$ cat src/rtl/arilla_bus_master.sv
// Load/store request to arilla bus word-transaction bridge: lane alignment, write replication,
// read extraction with sign/zero extension, fault reporting. Optional stall timeout: ARILLA_BUS_MASTER_TIMEOUT_EN.
module arilla_bus_master #(
  parameter int DataWidth        = 32,
  parameter int ByteAddressWidth = 32,
  parameter int ByteSize         = 8,
  parameter int TimeoutCycles    = 1024
) (
  input  logic                        clk,
  input  logic                        rst_n,
  input  logic                        req_valid,
  output logic                        req_ready,
  input  logic                        req_write,
  input  logic [ByteAddressWidth-1:0] req_address,
  input  logic [1:0]                  req_size,
  input  logic                        req_unsigned,
  input  logic [DataWidth-1:0]        req_wdata,
  output logic                        rsp_valid,
  output logic [DataWidth-1:0]        rsp_rdata,
  output logic                        rsp_fault,
  output logic                        rsp_intercept,
  output logic [ByteAddressWidth-3:0] bus_address,
  output logic [3:0]                  bus_byte_enable,
  output logic [DataWidth-1:0]        bus_data_ctp,
  output logic                        bus_read,
  output logic                        bus_write,
  input  logic [DataWidth-1:0]        bus_data_ptc,
  input  logic                        bus_available,
  input  logic                        bus_hit,
  input  logic                        bus_intercept,
  output logic [1:0]                  dbg_state
);

  if (DataWidth != 32 || ByteSize * 4 != DataWidth || TimeoutCycles < 1) begin : g_bad_cfg
    $error("arilla_bus_master: unsupported configuration");
  end

  // Request side: a request transfers on a clock edge where req_valid and req_ready are both high;
  // req_ready is registered and low from the cycle after acceptance until the response has gone out.
  typedef enum logic [1:0] {IDLE = 2'd0, BUS = 2'd1, RESP = 2'd2} state_e;

  state_e state_q, state_d;

  logic                        req_ready_q, req_ready_d;
  logic                        rsp_valid_q, rsp_valid_d;
  logic [DataWidth-1:0]        rsp_rdata_q, rsp_rdata_d;
  logic                        rsp_fault_q, rsp_fault_d;
  logic                        rsp_intercept_q, rsp_intercept_d;
  logic [ByteAddressWidth-3:0] bus_address_q, bus_address_d;
  logic [3:0]                  bus_byte_enable_q, bus_byte_enable_d;
  logic [DataWidth-1:0]        bus_data_ctp_q, bus_data_ctp_d;
  logic                        bus_read_q, bus_read_d;
  logic                        bus_write_q, bus_write_d;
  logic                        write_q, write_d;
  logic                        unsigned_q, unsigned_d;
  logic [1:0]                  size_q, size_d;
  logic [1:0]                  off_q, off_d;

`ifdef ARILLA_BUS_MASTER_TIMEOUT_EN
  localparam int CntW = $clog2(TimeoutCycles + 1);
  logic [CntW-1:0] cnt_q, cnt_d;
`endif

  logic [1:0]           req_off;
  logic                 req_misaligned;
  logic [3:0]           req_be;
  logic [DataWidth-1:0] req_wdata_rep;
  logic [DataWidth-1:0] rd_shifted;
  logic [DataWidth-1:0] rd_ext;

  always_comb begin
    req_off        = req_address[1:0];
    req_misaligned = (req_size == 2'd3) ||
                     (req_size == 2'd1 && req_off[0]) ||
                     (req_size == 2'd2 && req_off != 2'd0);
    case (req_size)
      2'd0:    req_be = 4'b0001 << req_off;
      2'd1:    req_be = 4'b0011 << req_off;
      default: req_be = 4'b1111;
    endcase
    case (req_size)
      2'd0:    req_wdata_rep = {4{req_wdata[ByteSize-1:0]}};
      2'd1:    req_wdata_rep = {2{req_wdata[2*ByteSize-1:0]}};
      default: req_wdata_rep = req_wdata;
    endcase
  end

  // Read data arrives lane-aligned; bring the addressed lane down to bit 0 before extending.
  always_comb begin
    rd_shifted = bus_data_ptc >> (int'(off_q) * ByteSize);
    case (size_q)
      2'd0:    rd_ext = {{(DataWidth-ByteSize){~unsigned_q & rd_shifted[ByteSize-1]}},
                         rd_shifted[ByteSize-1:0]};
      2'd1:    rd_ext = {{(DataWidth-2*ByteSize){~unsigned_q & rd_shifted[2*ByteSize-1]}},
                         rd_shifted[2*ByteSize-1:0]};
      default: rd_ext = rd_shifted;
    endcase
  end

  always_comb begin
    state_d           = state_q;
    req_ready_d       = 1'b0;
    rsp_valid_d       = 1'b0;
    rsp_rdata_d       = rsp_rdata_q;
    rsp_fault_d       = rsp_fault_q;
    rsp_intercept_d   = rsp_intercept_q;
    bus_address_d     = bus_address_q;
    bus_byte_enable_d = bus_byte_enable_q;
    bus_data_ctp_d    = bus_data_ctp_q;
    bus_read_d        = bus_read_q;
    bus_write_d       = bus_write_q;
    write_d           = write_q;
    unsigned_d        = unsigned_q;
    size_d            = size_q;
    off_d             = off_q;
`ifdef ARILLA_BUS_MASTER_TIMEOUT_EN
    cnt_d             = cnt_q;
`endif

    case (state_q)
      IDLE: begin
        req_ready_d = 1'b1;
        if (req_valid) begin
          req_ready_d = 1'b0;
          write_d     = req_write;
          unsigned_d  = req_unsigned;
          size_d      = req_size;
          off_d       = req_off;
          if (req_misaligned) begin
            // Faulted requests never touch the bus, so the bus address keeps its old value.
            state_d         = RESP;
            rsp_valid_d     = 1'b1;
            rsp_fault_d     = 1'b1;
            rsp_intercept_d = 1'b0;
            rsp_rdata_d     = '0;
          end else begin
            state_d           = BUS;
            bus_address_d     = req_address[ByteAddressWidth-1:2];
            bus_byte_enable_d = req_be;
            bus_data_ctp_d    = req_write ? req_wdata_rep : '0;
            bus_read_d        = ~req_write;
            bus_write_d       = req_write;
`ifdef ARILLA_BUS_MASTER_TIMEOUT_EN
            cnt_d             = CntW'(TimeoutCycles);
`endif
          end
        end
      end

      BUS: begin
        if (bus_available) begin
          state_d           = RESP;
          rsp_valid_d       = 1'b1;
          rsp_fault_d       = ~bus_hit;
          rsp_intercept_d   = bus_intercept;
          rsp_rdata_d       = (write_q || !bus_hit) ? '0 : rd_ext;
          bus_byte_enable_d = 4'b0000;
          bus_data_ctp_d    = '0;
          bus_read_d        = 1'b0;
          bus_write_d       = 1'b0;
        end
`ifdef ARILLA_BUS_MASTER_TIMEOUT_EN
        else if (cnt_q <= CntW'(1)) begin
          state_d           = RESP;
          rsp_valid_d       = 1'b1;
          rsp_fault_d       = 1'b1;
          rsp_intercept_d   = 1'b0;
          rsp_rdata_d       = '0;
          bus_byte_enable_d = 4'b0000;
          bus_data_ctp_d    = '0;
          bus_read_d        = 1'b0;
          bus_write_d       = 1'b0;
          cnt_d             = '0;
        end else begin
          cnt_d = cnt_q - CntW'(1);
        end
`endif
      end

      RESP: begin
        state_d     = IDLE;
        req_ready_d = 1'b1;
      end

      default: begin
        state_d     = IDLE;
        req_ready_d = 1'b1;
      end
    endcase
  end

  always_ff @(posedge clk or negedge rst_n) begin
    if (!rst_n) begin
      state_q           <= IDLE;
      req_ready_q       <= 1'b1;
      rsp_valid_q       <= 1'b0;
      rsp_rdata_q       <= '0;
      rsp_fault_q       <= 1'b0;
      rsp_intercept_q   <= 1'b0;
      bus_address_q     <= '0;
      bus_byte_enable_q <= 4'b0000;
      bus_data_ctp_q    <= '0;
      bus_read_q        <= 1'b0;
      bus_write_q       <= 1'b0;
      write_q           <= 1'b0;
      unsigned_q        <= 1'b0;
      size_q            <= 2'd0;
      off_q             <= 2'd0;
`ifdef ARILLA_BUS_MASTER_TIMEOUT_EN
      cnt_q             <= '0;
`endif
    end else begin
      state_q           <= state_d;
      req_ready_q       <= req_ready_d;
      rsp_valid_q       <= rsp_valid_d;
      rsp_rdata_q       <= rsp_rdata_d;
      rsp_fault_q       <= rsp_fault_d;
      rsp_intercept_q   <= rsp_intercept_d;
      bus_address_q     <= bus_address_d;
      bus_byte_enable_q <= bus_byte_enable_d;
      bus_data_ctp_q    <= bus_data_ctp_d;
      bus_read_q        <= bus_read_d;
      bus_write_q       <= bus_write_d;
      write_q           <= write_d;
      unsigned_q        <= unsigned_d;
      size_q            <= size_d;
      off_q             <= off_d;
`ifdef ARILLA_BUS_MASTER_TIMEOUT_EN
      cnt_q             <= cnt_d;
`endif
    end
  end

  assign req_ready       = req_ready_q;
  assign rsp_valid       = rsp_valid_q;
  assign rsp_rdata       = rsp_rdata_q;
  assign rsp_fault       = rsp_fault_q;
  assign rsp_intercept   = rsp_intercept_q;
  assign bus_address     = bus_address_q;
  assign bus_byte_enable = bus_byte_enable_q;
  assign bus_data_ctp    = bus_data_ctp_q;
  assign bus_read        = bus_read_q;
  assign bus_write       = bus_write_q;
  assign dbg_state       = state_q;

endmodule

$ cat config.mk
export PLATFORM = sky130hd
export DESIGN_NAME = arilla_bus_master
export DESIGN_NICKNAME = d
export VERILOG_FILES = /design/src/rtl/arilla_bus_master.sv
export SDC_FILE = /design/constraint.sdc
export NUM_CORES = 1
export LEC_CHECK = 0
export CAP_MARGIN = 20
export CORE_UTILIZATION = 43
export CTS_CLUSTER_SIZE = 25
export DETAILED_ROUTE_END_ITERATION = 8
export PLACE_DENSITY = 0.89
export SYNTH_ARGS = -nofsm -noshare
export SYNTH_HDL_FRONTEND = slang
export SYNTH_SLANG_ARGS = --single-unit
$ cat constraint.sdc
create_clock -name clk -period 3.7 [get_ports clk]
set_clock_uncertainty 0.05 [all_clocks]
set_input_delay 0.37 -clock clk [delete_from_list [all_inputs] [get_ports clk]]
set_output_delay 0.37 -clock clk [all_outputs]
set_load 0.01 [all_outputs]
Word level (Yosys, flattened, before mapping):

Index checks and enable logic that the tools add are counted.
Widths: inputs -> output; s select.

* register bits: 112
* bits of input ports: 106
* logic and storage cells: 91
* output and inout bits: 106

* shift operators: 3
* equality and inequality tests: 9
* mux-type cells: 42
* bitwise operators: 6
* reductions and logical operators: 16

Operators with widths (number)
* $mux 32: 8
* $pmux 32 s2: 4
* $shr 32x5->32: 1
* $pmux 4 s2: 2
* $mux 1: 15
* $mux 4: 3
* $pmux 1 s2: 6
* $ne 2x2->1 const B: 4
* $reduce_and 4->1: 2
* $eq 2x1->1 const B: 3
* $logic_not 2->1: 3
* $mux 2: 3
* $eq 2x2->1 const B: 2
* $not 1->1: 4
* $pmux 2 s2: 1
* $reduce_and 2->1: 2
* $reduce_bool 2->1: 2
* $shl 1x2->4 const A: 1
* $shl 2x2->4 const A: 1
* $logic_or 1x1->1: 3
* $reduce_and 3->1: 1
* $and 1x1->1: 2
* $logic_and 1x1->1: 2
* $logic_not 1->1: 1

Logic depth before layout (Yosys ltp):

* word-level depth: 7
* gate-level depth with buffers: 8
* mapped depth without buffers: 5

Least setup slack after synthesis:

Ideal clock, no wire load.

* path type: register to register
* start point: register state_q[0] (netlist: dbg_state[0])
* end point: register rsp_rdata_q[18] (netlist: rsp_rdata[18])
* data arrival time: 1.839 ns
* path slack: 1.685 ns
* stages on the path, launching flop included: 7
* period minus slack after synthesis: 2.015 ns
* required time: 3.524 ns
* cell sequence: dfrtp_1 > or3b_1 > buf_6 > o31a_1 > buf_6 > buf_8 > a221o_1

* cells in the longest elaborated chain, start to end: 3
* elaborated cells on any way between the ends: 8
* those cells by class: eq/ne (4); mux (1); reduce/logical (3)

Ends and longest elaborated chain
* start, declared: RTL line 42 `state_e state_q, state_d;`
* start signal, assigned: RTL line 213 `state_q <= state_d;`
* $eq 2x1->1 or $logic_not 2->1 (tied branches): RTL line 120 `case (state_q)`
* $ne 2x2->1 (no line) or $reduce_bool 2->1 (tied branches)
* $reduce_and 4->1 (no line)
* end signal, assigned: RTL line 216 `rsp_rdata_q <= rsp_rdata_d;`
* end, declared: RTL line 46 `logic [DataWidth-1:0] rsp_rdata_q, rsp_rdata_d;`

Parallel ways exist; a longest one is shown, timed or not.
A chain may end at the register's enable or synchronous reset.

Final worst setup path:

* start point: input req_address[1]
* end point: register bus_data_ctp_q[8] (netlist: bus_data_ctp[8])

* cells in the longest elaborated chain, start to end: 5

Ends and longest elaborated chain
* start, declared: RTL line 14 `input logic [ByteAddressWidth-1:0] req_address,`
* $reduce_bool 2->1: RTL line 75 `(req_size == 2'd2 && req_off != 2'd0);`
* $logic_and 1x1->1: RTL line 75
* $logic_or 1x1->1: RTL line 74 `(req_size == 2'd1 && req_off[0]) ||`
* $ne 2x2->1 (no line)
* $reduce_and 4->1 (no line)
* end signal, assigned: RTL line 221 `bus_data_ctp_q <= bus_data_ctp_d;`
* end, declared: RTL line 51 `logic [DataWidth-1:0] bus_data_ctp_q, bus_data_ctp_d;`

No other way between the ends.

==> reports/metrics.cfg <==
[floorplanning]
die_h_um = 111
rows = 39
fp.coreArea_sq_um = 11500
start_util = 0.444
fp.dieW_um = 111
die-area_sq_um = 12300
io_pins = 212

[worst_setup_path]
arrival_ns = 2.56
cp-start-kind = primary input
timing.critical_path.cells = clkdlybuf4s50_1 -> nor3_1 -> o211a_1 -> o21ai_0 -> o2bb2ai_1
path_class = primary input to flip-flop
reg2reg_to = rsp_rdata[16]$_DFFE_PN0P_
crit_path_end_kind = flip-flop
cp.required_ns = 3.90
cp_top_family = compound AO/OA/AOI/OAI gates
slowest_delay_ns = 0.58
timing.rr.start = dbg_state[0]$_DFFE_PN0P_
rrSetupSlack_ns = 1.44
r2r_cells = 4
cp_max_fo = 17
cp_slowest_cell = nor3_1
crit_buf_inv = 1

[route]
postRouteWirelength_um = 14800
vias_per_cell = 5.62
drc_errors = 0
routed.top_layer = met4
drtAntennaViolNets = 0
wl_per_cell_um = 19.0
firstDrtPassIters = 5
met3WireLength_um = 1390
drt-initial-drc-count = 267
route.met2.wl_um = 7460
via_count = 4380
wl_met1_um = 5820

[clocking]
cts_made_buffers = 9
path_clk_slew_ns = 0.07
cts_tree = done
postCtsHoldBufs = 1
cts-root-buf = clkbuf_16
clkLatencyLatePin_ns = 0.34
cts.repair.resized = 0
cts_setup_buffers = 0
clockBufferDepth = 2
h-tree-depth = 3
clkSinkCount = 112

[yosys]
netlist_area_sq_um = 5090
synthTopCellsByArea = dfrtp_1 (55%), mux2_2 (10%), mux2i_1 (5.1%), o2bb2ai_1 (4.0%), o21ai_0 (3.5%)
synth-compound-area-share = 0.159
yosys_register_bits = 112
synthSimpleGateAreaFrac = 0.0934
synth_warnings = 0
syn_nets = 535
synth_seq_area_share = 0.551
ys_types = 39
syn_inst = 429
synth-async-reset-ratio = 1.00
synth_common_cells = dfrtp_1 (111), mux2_2 (45), nand2_1 (36), o21ai_0 (36), mux2i_1 (26)
synth_edf_count = 0
synthAdderAreaFrac = 0
yosys-mux-area-fraction = 0.160
dominantRegCellSynth = dfrtp_1
synth_top_family_by_area = multiplexers
synth_xor_area_frac = 0
synth_top_area_cell = dfrtp_1
syn_avg_cell_area_sq_um = 11.9
netlist.area_leader.share = 0.546
yosysMostFrequentCell = dfrtp_1

[power]
max-vdd-ir-drop_uv = 349
p_leak_uw = 0.00325
total_power_uw = 4380
power_density_nw_per_um2 = 573

[sta]
tightest_slew_ns = 0.799
whs_ns = 0.429
hold_viol = 0
fin_crit_sh = 0.636
maxClockFrequency_mhz = 425
grt_setup_unrepaired = false
final.setup.tns_ns = 0
finalCriticalPeriod_ns = 2.35
slew_viol_final = 0
relSlewSlack = 0.465
setup_viol = 0

[final_layout]
finalNetCount = 737
antenna_cells = 0
drive_gt1_frac = 0.131
final_cells = 779
fillers = 870
syn2layout_area_growth_pct = 50.3

[place]
portBuffers = 211
hpwl_um = 10900
place.gp.congestion = 0.850
place_inst = 761

[global_route]
track_usage = 0.246
grt-ovfl-total = 0
grt_max_degree = 49
grt_pass1_vias = 4511
antenna_found_initial = 0
grt_pass1_wl_um = 23900

[job]
max_cap_violations = 0

[worst_hold_path]
hold_class = flip-flop to flip-flop
hold_path_startpoint = write_q$_DFFE_PN0P_
hold-path-cell-count = 2
holdPathEnd = write_q$_DFFE_PN0P_

[outcome]
status = completed

state kept, by name (all words and copies together), names as in the netlist, 2 cells and up:
name / count
bus_byte_enable: 4
rsp_rdata: 32
bus_address: 30
dbg_state: 2
bus_data_ctp: 32
off_q: 2
size_q: 2
layer usage:
layer  vias up  global-route usage
met3         9              0.0744
met1      2169               0.292
li1       1971                   -
met4         0              0.0782
met2       231               0.426
met5         -                   0
how the worst max path moves through the flow:
stage | from | endpoint | slack [ns] | cells after the start
detailed placement | req_address[1] | bus_data_ctp[6]$_DFFE_PN0P_ | 0.99 | 5
global placement | req_size[0] | bus_data_ctp[5]$_DFFE_PN0P_ | 1.07 | 5
global route | req_address[1] | bus_data_ctp[27]$_DFFE_PN0P_ | 1.17 | 5
floorplan | dbg_state[0]$_DFFE_PN0P_ | rsp_rdata[18]$_DFFE_PN0P_ | 1.69 | 6
finish | req_address[1] | bus_data_ctp[8]$_DFFE_PN0P_ | 1.35 | 5
CTS | req_address[1] | bus_data_ctp[1]$_DFFE_PN0P_ | 1.33 | 5
worst register-to-register path: stages, from the launching register on:
cell and delay, ns:
dfrtp_1 0.47, and3b_1 0.23, nand3b_1 0.48, nor2_1 0.70, a221o_1 0.27
layout by cell type, fill, tap and decap left out, types with 2 or more instances in the layout:
cell,count
clkdlybuf4s50_1,210
o21ai_0,36
buf_4,11
a31o_2,2
mux4_2,2
o211ai_1,2
a22o_1,10
inv_1,6
nand3_1,3
nor2b_1,15
nand3b_1,12
mux2_2,45
clkinvlp_4,2
nand2_1,36
dfrtp_1,111
nor3b_2,2
mux2i_1,26
o2bb2ai_1,23
a21oi_1,18
a221o_1,16
nor2_1,16
clkbuf_16,9
nor3_1,2
cell type report:
cell class / instances / area [sq um] / share of cell area
Tap cell: 143 / 179 / 0.0234
Clock buffer: 10 / 239 / 0.0312
Timing Repair Buffer: 223 / 2220 / 0.291
Inverter: 6 / 22.5 / 0.00295
Multi-Input combinational cell: 279 / 2110 / 0.276
Sequential cell: 112 / 2800 / 0.367
Clock inverter: 6 / 67.6 / 0.00884
cell families after synthesis:
kind of cell,count (synthesis)
flops,112
mux,73
buf+inv,38
simple gates,92
compound gates,114
stage by stage:
stage                     utilization  area [sq um]  setup slack (ns)
after global routing            0.667          7650              1.17
after global placement          0.637          7300              1.07
after floorplan                     -          5090              1.69
final                           0.667          7650              1.35
after detailed placement        0.637          7300             0.987
after CTS                       0.664          7620              1.33
power breakdown:
group | internal, uW | switching (uW)
Clock | 546 | 446
Sequential | 1530 | 198
Combinational | 954 | 707
Total | 3030 | 1350
Power figures use the tool's default switching activity.
